--- config.mk ---
export PLATFORM = sky130hd
export DESIGN_NAME = ss_mac_seq_ctrl
export DESIGN_NICKNAME = d
export VERILOG_FILES = /design/src/rtl/ss_mac_seq_ctrl.sv
export SDC_FILE = /design/constraint.sdc
export NUM_CORES = 1
export LEC_CHECK = 0
export BUFFER_PORTS_ARGS = -buffer_cell sky130_fd_sc_hd__buf_2
export CAP_MARGIN = 20
export CORE_AREA = 2 2 139 141
export DETAILED_ROUTE_END_ITERATION = 8
export DIE_AREA = 0 0 141 143
export GPL_TIMING_DRIVEN = 0
export PLACE_DENSITY_LB_ADDON = 0.2
export SYNTH_ARGS = -nofsm -noshare
export SYNTH_HDL_FRONTEND = slang
export SYNTH_SLANG_ARGS = --single-unit
export TNS_END_PERCENT = 10
--- constraint.sdc ---
create_clock -name clk_i -period 2.7 [get_ports clk_i]
set_input_delay 0.54 -clock clk_i [delete_from_list [all_inputs] [get_ports clk_i]]
set_output_delay 0.54 -clock clk_i [all_outputs]
set_load 0.1 [all_outputs]
--- src/rtl/ss_mac_seq_ctrl.sv ---
// Job sequencer for the 4-bit stochastic-symbol MAC: per-lane LFSRs, round-robin lane select,
// accumulator clear control and result capture. Optional wrap detection under SS_MAC_OVF_DET_EN.
module ss_mac_seq_ctrl #(
    parameter int NUM_IN = 8,
    parameter int SEL_W  = 3,
    parameter int RAND_W = 8,
    parameter int ITER_W = 8,
    parameter int ACC_W  = 10
) (
    input  logic                     clk_i,
    input  logic                     rst_ni,
    input  logic                     start_i,
    input  logic [ITER_W-1:0]        iter_cnt_i,
    output logic                     busy_o,
    output logic                     done_o,
    output logic [SEL_W-1:0]         sel_o,
    output logic [NUM_IN*RAND_W-1:0] rand_bus_o,
    output logic                     mac_clr_n_o,
    input  logic [ACC_W-1:0]         mac_acc_i,
    output logic [ACC_W-1:0]         result_o
`ifdef SS_MAC_OVF_DET_EN
    ,
    output logic                     ovf_o
`endif
);

    localparam logic [1:0] S_IDLE  = 2'd0;
    localparam logic [1:0] S_RUN   = 2'd1;
    localparam logic [1:0] S_DRAIN = 2'd2;
    localparam logic [1:0] S_DONE  = 2'd3;

    typedef logic [NUM_IN-1:0][RAND_W-1:0] lanes_t;

    function automatic lanes_t seed_vec();
        lanes_t v;
        for (int i = 0; i < NUM_IN; i++) begin
            v[i] = RAND_W'(8'hA5 ^ 8'(i * 'h1D));
        end
        return v;
    endfunction

    localparam lanes_t SEEDS = seed_vec();

    logic [1:0]        state_q, state_d;
    logic [SEL_W-1:0]  sel_q, sel_d;
    logic [ITER_W-1:0] pass_q, pass_d;
    logic [ITER_W-1:0] iter_q, iter_d;
    logic              busy_q, busy_d;
    logic              done_q, done_d;
    logic              clr_n_q, clr_n_d;
    logic [ACC_W-1:0]  result_q, result_d;
    lanes_t            lfsr_q, lfsr_d, lfsr_step;

    // Fibonacci x^8+x^6+x^5+x^4+1, shift left, feedback into bit 0
    always_comb begin
        for (int i = 0; i < NUM_IN; i++) begin
            lfsr_step[i] = {lfsr_q[i][RAND_W-2:0],
                            lfsr_q[i][RAND_W-1] ^ lfsr_q[i][RAND_W-3] ^
                            lfsr_q[i][RAND_W-4] ^ lfsr_q[i][RAND_W-5]};
        end
    end

`ifdef SS_MAC_OVF_DET_EN
    logic [ACC_W-1:0] prev_q, prev_d;
    logic             first_q, first_d;
    logic             flag_q, flag_d;
    logic             ovf_q, ovf_d;
    logic             wrap_now;

    // First RUN cycle has no valid predecessor sample, so it never flags.
    assign wrap_now = !first_q && (mac_acc_i < prev_q);
`endif

    always_comb begin
        state_d  = state_q;
        sel_d    = sel_q;
        pass_d   = pass_q;
        iter_d   = iter_q;
        busy_d   = busy_q;
        done_d   = 1'b0;
        clr_n_d  = clr_n_q;
        result_d = result_q;
        lfsr_d   = lfsr_q;
`ifdef SS_MAC_OVF_DET_EN
        prev_d   = prev_q;
        first_d  = first_q;
        flag_d   = flag_q;
        ovf_d    = ovf_q;
`endif
        case (state_q)
            S_IDLE: begin
                sel_d   = '0;
                clr_n_d = 1'b0;
                busy_d  = 1'b0;
                if (start_i) begin
                    busy_d = 1'b1;
`ifdef SS_MAC_OVF_DET_EN
                    ovf_d   = 1'b0;
                    flag_d  = 1'b0;
                    first_d = 1'b1;
`endif
                    if (iter_cnt_i != '0) begin
                        state_d = S_RUN;
                        iter_d  = iter_cnt_i;
                        pass_d  = '0;
                        lfsr_d  = SEEDS;
                        clr_n_d = 1'b1;
                    end else begin
                        state_d  = S_DONE;
                        result_d = '0;
                        done_d   = 1'b1;
                    end
                end
            end
            S_RUN: begin
                lfsr_d = lfsr_step;
                sel_d  = sel_q + SEL_W'(1);
`ifdef SS_MAC_OVF_DET_EN
                prev_d  = mac_acc_i;
                first_d = 1'b0;
                flag_d  = flag_q | wrap_now;
`endif
                if (sel_q == SEL_W'(NUM_IN - 1)) begin
                    sel_d  = '0;
                    pass_d = pass_q + ITER_W'(1);
                    if (pass_q == iter_q - ITER_W'(1)) state_d = S_DRAIN;
                end
            end
            S_DRAIN: begin
                sel_d   = '0;
                state_d = S_DONE;
                done_d  = 1'b1;
                clr_n_d = 1'b0;
`ifdef SS_MAC_OVF_DET_EN
                prev_d = mac_acc_i;
                flag_d = flag_q | wrap_now;
                if (flag_q | wrap_now) begin
                    result_d = '1;
                    ovf_d    = 1'b1;
                end else begin
                    result_d = mac_acc_i;
                    ovf_d    = 1'b0;
                end
`else
                result_d = mac_acc_i;
`endif
            end
            default: begin
                state_d = S_IDLE;
                busy_d  = 1'b0;
                clr_n_d = 1'b0;
            end
        endcase
    end

    always_ff @(posedge clk_i or negedge rst_ni) begin
        if (!rst_ni) begin
            state_q  <= S_IDLE;
            sel_q    <= '0;
            pass_q   <= '0;
            iter_q   <= '0;
            busy_q   <= 1'b0;
            done_q   <= 1'b0;
            clr_n_q  <= 1'b0;
            result_q <= '0;
            lfsr_q   <= SEEDS;
`ifdef SS_MAC_OVF_DET_EN
            prev_q   <= '0;
            first_q  <= 1'b1;
            flag_q   <= 1'b0;
            ovf_q    <= 1'b0;
`endif
        end else begin
            state_q  <= state_d;
            sel_q    <= sel_d;
            pass_q   <= pass_d;
            iter_q   <= iter_d;
            busy_q   <= busy_d;
            done_q   <= done_d;
            clr_n_q  <= clr_n_d;
            result_q <= result_d;
            lfsr_q   <= lfsr_d;
`ifdef SS_MAC_OVF_DET_EN
            prev_q   <= prev_d;
            first_q  <= first_d;
            flag_q   <= flag_d;
            ovf_q    <= ovf_d;
`endif
        end
    end

    assign busy_o      = busy_q;
    assign done_o      = done_q;
    assign sel_o       = sel_q;
    assign rand_bus_o  = lfsr_q;
    assign mac_clr_n_o = clr_n_q;
    assign result_o    = result_q;
`ifdef SS_MAC_OVF_DET_EN
    assign ovf_o       = ovf_q;
`endif

endmodule

# Yosys cells after proc, flatten, opt, wreduce, memory -nomap -nowiden
# Cells that the tools add are included.
# totals
ff_bits	98
word_cells	89
out_inout_bits	80
in_bits	21
# classes
reduce_logical	12
n_mux	25
eq_ne	9
n_addsub	3
n_bitwise	24
# op_table
cell	count
64-bit 2-to-1 mux	2
64-bit one-hot mux with 2 select lines	1
8-bit 2-to-1 mux	3
1-bit XOR	24
10-bit 2-to-1 mux	2
10-bit one-hot mux with 2 select lines	1
8-bit one-hot mux with 2 select lines	1
3-bit AND reduction	4
2-bit != test (second input constant)	5
8-bit by 1-bit adder with 8-bit output (second input constant)	1
8-bit == test	1
2-bit 2-to-1 mux	4
8-bit nonzero test	1
8-bit by 1-bit subtractor with 8-bit output (second input constant)	1
1-bit one-hot mux with 2 select lines	3
2-bit one-hot mux with 3 select lines	1
3-bit one-hot mux with 2 select lines	1
2-bit nonzero test	3
1-bit 2-to-1 mux	5
4-bit AND reduction	1
2-bit OR reduction	2
3-bit by 1-bit adder with 3-bit output (second input constant)	1
3-bit == test (second input constant)	1
3-bit 2-to-1 mux	1
other kinds (3)	3

# Depth between registers and ports, before layout
# depth
ltp_word	5
depth_mapped	10
depth_no_buf	8

# Worst setup path before layout
# No wires, ideal clock.
# synth_timing
path_type	reg-to-reg
start	register sel_q[0] (netlist: sel_o[0])
end	register state_q[1]
path_stages_with_launch	7
n_path_buf	0
arrival_time_ns	2.434
setup_time_ns	0.128
synth_period_minus_slack_ns	2.561
required_time_ns	2.572
setup_slack_ns	0.139
cell_sequence	dfrtp_1 > ha_1 > ha_1 > nand4_1 > a2111oi_1 > a22o_1 > mux2_1
# synth_via
elab_chain_len	3
# synth_rtl
element	line	source
from (decl)	45	logic [SEL_W-1:0] sel_q, sel_d;
from (signal assigned)	175	sel_q <= sel_d;
3-bit == test	123	if (sel_q == SEL_W'(NUM_IN - 1)) begin
2-bit != test (no source line)	n/a	
3-bit AND reduction (no source line)	n/a	
to (signal assigned)	174	state_q <= state_d;
to (decl)	44	logic [1:0] state_q, state_d;
# Every way passes these cells.
# A chain may end at the register's enable or synchronous reset.

# Final worst setup path
# layout_timing
start	register iter_q[0]
end	register state_q[1]
# layout_via
elab_chain_len	4
# layout_rtl
element	line	source
from (decl)	47	logic [ITER_W-1:0] iter_q, iter_d;
from (signal assigned)	177	iter_q <= iter_d;
8-bit by 1-bit subtractor with 8-bit output	126	if (pass_q == iter_q - ITER_W'(1)) state_d = S_DRAIN;
8-bit == test	126	
2-bit != test (no source line)	n/a	
3-bit AND reduction (no source line)	n/a	
# Every way passes these cells.

==> impl_metrics.py <==
metrics = {
    "synthesis": {
        "synth_area_mm2": 0.00456,
        "ys_seq_area_frac": 0.548,
        "ys_warn_count": 0,
        "synthTopCellsByArea": "dfrtp_1, dfstp_2, nand2_1",
        "synth_cell_types": 45,
        "syn-mean-instance-area_um2": 9.95,
        "synth_nets": 488,
        "ys_seq_elements": 98,
        "netlist_instances": 458,
        "synth_edf_count": 0,
        "ys.flop_type": "dfrtp_1",
        "yosysMostFrequentCell": "nand2_1",
        "synth.largest_area_cell": "dfrtp_1",
        "postSynth.asyncResetShare": 1.00,
        "yosys-top-cells-count": "nand2_1, dfrtp_1, nor2_1",
        "synthDominantCellAreaShare": 0.351,
    },
    "cts": {
        "cts_resized": 0,
        "cts_hold_repair.buffers": 0,
        "clock_sinks": 98,
        "clk_latency_ps": 350,
        "cts_made_buffers": 9,
        "cts_tree": "done",
        "clk_path_buf_depth": 2,
        "htree_levels": 3,
        "clockRootBuffer": "clkbuf_16",
        "clkTransAtPathRegs_ps": 60,
        "post_cts_buffers": 0,
    },
    "grt": {
        "overflow": 0,
        "grt_pass1_vias": 3644,
        "grt_max_degree": 56,
        "antenna_found_initial": 0,
        "grt_usage": 0.131,
        "grt_first_pass_wirelength_um": 20300,
    },
    "routing": {
        "via_per_inst": 4.54,
        "drc": 0,
        "drtPass1Iterations": 5,
        "drtIter0Drc": 145,
        "wirelength_um": 12800,
        "ant_nets": 0,
        "vias": 3674,
        "wl_per_cell_um": 15.8,
    },
    "worst_setup_path": {
        "end_kind": "flop",
        "path_buf_inv": 1,
        "startpoint_type": "flop",
        "criticalPathCategory": "flop to flop",
        "crit_slowest_cell": "dfrtp_1",
        "cpPeakStageDelay_ps": 440,
        "crit_fanout": 5,
        "crit_required_ps": 2920,
        "worstPathCellList": "inv_1 -> ha_1 -> nand2b_1 -> a21oi_1 -> a311o_1 -> a2111oi_1 -> a22o_1 -> mux2_1",
        "crit_family": "compound AO/OA/AOI/OAI gates",
        "worstPathArrival_ps": 2570,
    },
    "sta": {
        "finalClockSkew_ps": 6.82,
        "fin_ws_ps": 350,
        "fin_setup_tns_ps": 0,
        "finalSetupViolations": 0,
        "rsz0062_at_grt": "false",
        "fmax_mhz": 426,
        "fin_crit_sh": 0.870,
        "relSlewSlack": 0.434,
        "final_hold_viol_count": 0,
        "tightest_slew_ps": 845,
        "period_minus_slack_ps": 2350,
        "maxSlewViolCount": 0,
    },
    "floorplan": {
        "initial_core_util": 0.245,
        "die_h_um": 143,
        "ioPinCount": 101,
        "dieArea_mm2": 0.0202,
        "rows": 50,
        "die_w_um": 141,
        "coreArea_mm2": 0.0186,
    },
    "final_layout": {
        "syn2layout_area_growth_pct": 24.1,
        "antennaDiodeCount": 0,
        "fillers": 1947,
        "final_net_count": 600,
        "final_util": 0.304,
        "drive_gt1_frac": 0.292,
    },
    "run_status": {
        "outcome": "finished clean",
    },
    "placement": {
        "dp.final_hpwl_um": 9190,
        "io_buffers": 100,
        "dpl_worst_slack_ps": 207,
        "routabilityCongestion": 0.759,
    },
    "pwr": {
        "leakagePower_nw": 2.70,
        "power_density_mw_per_mm2": 484,
        "irDropWorstVdd_mv": 0.298,
    },
    "run": {
        "drv_cap": 0,
    },
    "worst_hold_path": {
        "hold_path.class": "input port to async pin",
    },
}
## routing by layer
layer | global-route usage | vias to the layer above | part of all wire
li1 | - | 1779 | -
met1 | 0.165 | 1770 | 0.45
met2 | 0.215 | 113 | 0.47
met3 | 0.0429 | 12 | 0.066
met4 | 0.0405 | 0 | 0.014
met5 | 0 | - | 0
## power breakdown
group	switching [W]	total (W)	internal [W]
Combinational	0.0000370	0.0000531	0.0000162
Sequential	0	0.00147	0.00147
Clock	0.000556	0.00121	0.000657
Total	0.000593	0.00274	0.00214
## layout make-up
type / count / area (um2) / share of cell area
multi-input cells: 306 / 1800 / 0.319
clock inverters: 3 / 25.0 / 0.00442
well taps: 234 / 293 / 0.0518
clock buffers: 13 / 250 / 0.0442
inverters: 30 / 113 / 0.0199
flip-flops and latches: 98 / 2490 / 0.441
plain buffers: 24 / 146 / 0.0259
repair buffers: 101 / 531 / 0.0938
## cells by family after synthesis
kind of cell,Yosys count,share of synthesized area
buffers and inverters,54,0.0568
adder cells (fa/ha/maj),9,0.0247
multiplexers,3,0.00686
flip-flops,98,0.548
XOR/XNOR,37,0.0711
AND/OR/NAND/NOR,168,0.165
AO/OA/AOI/OAI,89,0.128
## per-stage QoR
| stage | cells | hold slack [ps] | power (W) | instance area [um2] |
|---|---|---|---|---|
| 5_1_grt | 809 | 242 | 0.00285 | 5660 |
| 3_3_place_gp | 792 | 464 | 0.00155 | 5350 |
| 3_5_place_dp | 793 | 476 | 0.00155 | 5380 |
| 6_report | 809 | 201 | 0.00274 | 5660 |
| 4_1_cts | 809 | 220 | 0.00279 | 5660 |
| 2_1_floorplan | 458 | 244 | 0.00150 | 4560 |
## flip-flops by register name, summed over array words and instances (netlist names)
name,cells
busy_o,1
done_o,1
iter_q,8
mac_clr_n_o,1
pass_q,8
rand_bus_o,64
result_o,10
sel_o,3
state_q,2
## worst reg2reg max path, cell delays in order, from the launching register on
cell and delay, ps:
dfrtp_1 440, inv_1 90, ha_1 230, nand2b_1 150, a21oi_1 70, a311o_1 310, a2111oi_1 360, a22o_1 230
mux2_1 340
## cell usage in the layout, fill, tap and decap left out, types with 14 or more instances in the layout
master and n:
nand2_1 65, o21ai_0 22, nor2_1 41, a31oi_1 30, dfrtp_1 64, xnor2_1 19
xor2_1 18, dfstp_2 34, clkbuf_1 14, inv_1 30, buf_2 102, nand3_1 30
## path summary, 6_finish.rpt
path / from / cells past startpoint / end / slack [ps]
min in group clk_i: iter_cnt_i[6] / 3 / iter_q[6] / 410
worst min register to register: mac_clr_n_o / 1 / mac_clr_n_o / 490
max in group asynchronous: rst_ni / 2 / rand_bus_o[61] / 1740
worst max register to register: iter_q[0] / 8 / state_q[1] / 350
worst min-delay path: rst_ni / 1 / busy_o / 200
worst max-delay path: iter_q[0] / 8 / state_q[1] / 350
Power figures use the tool's default switching activity.
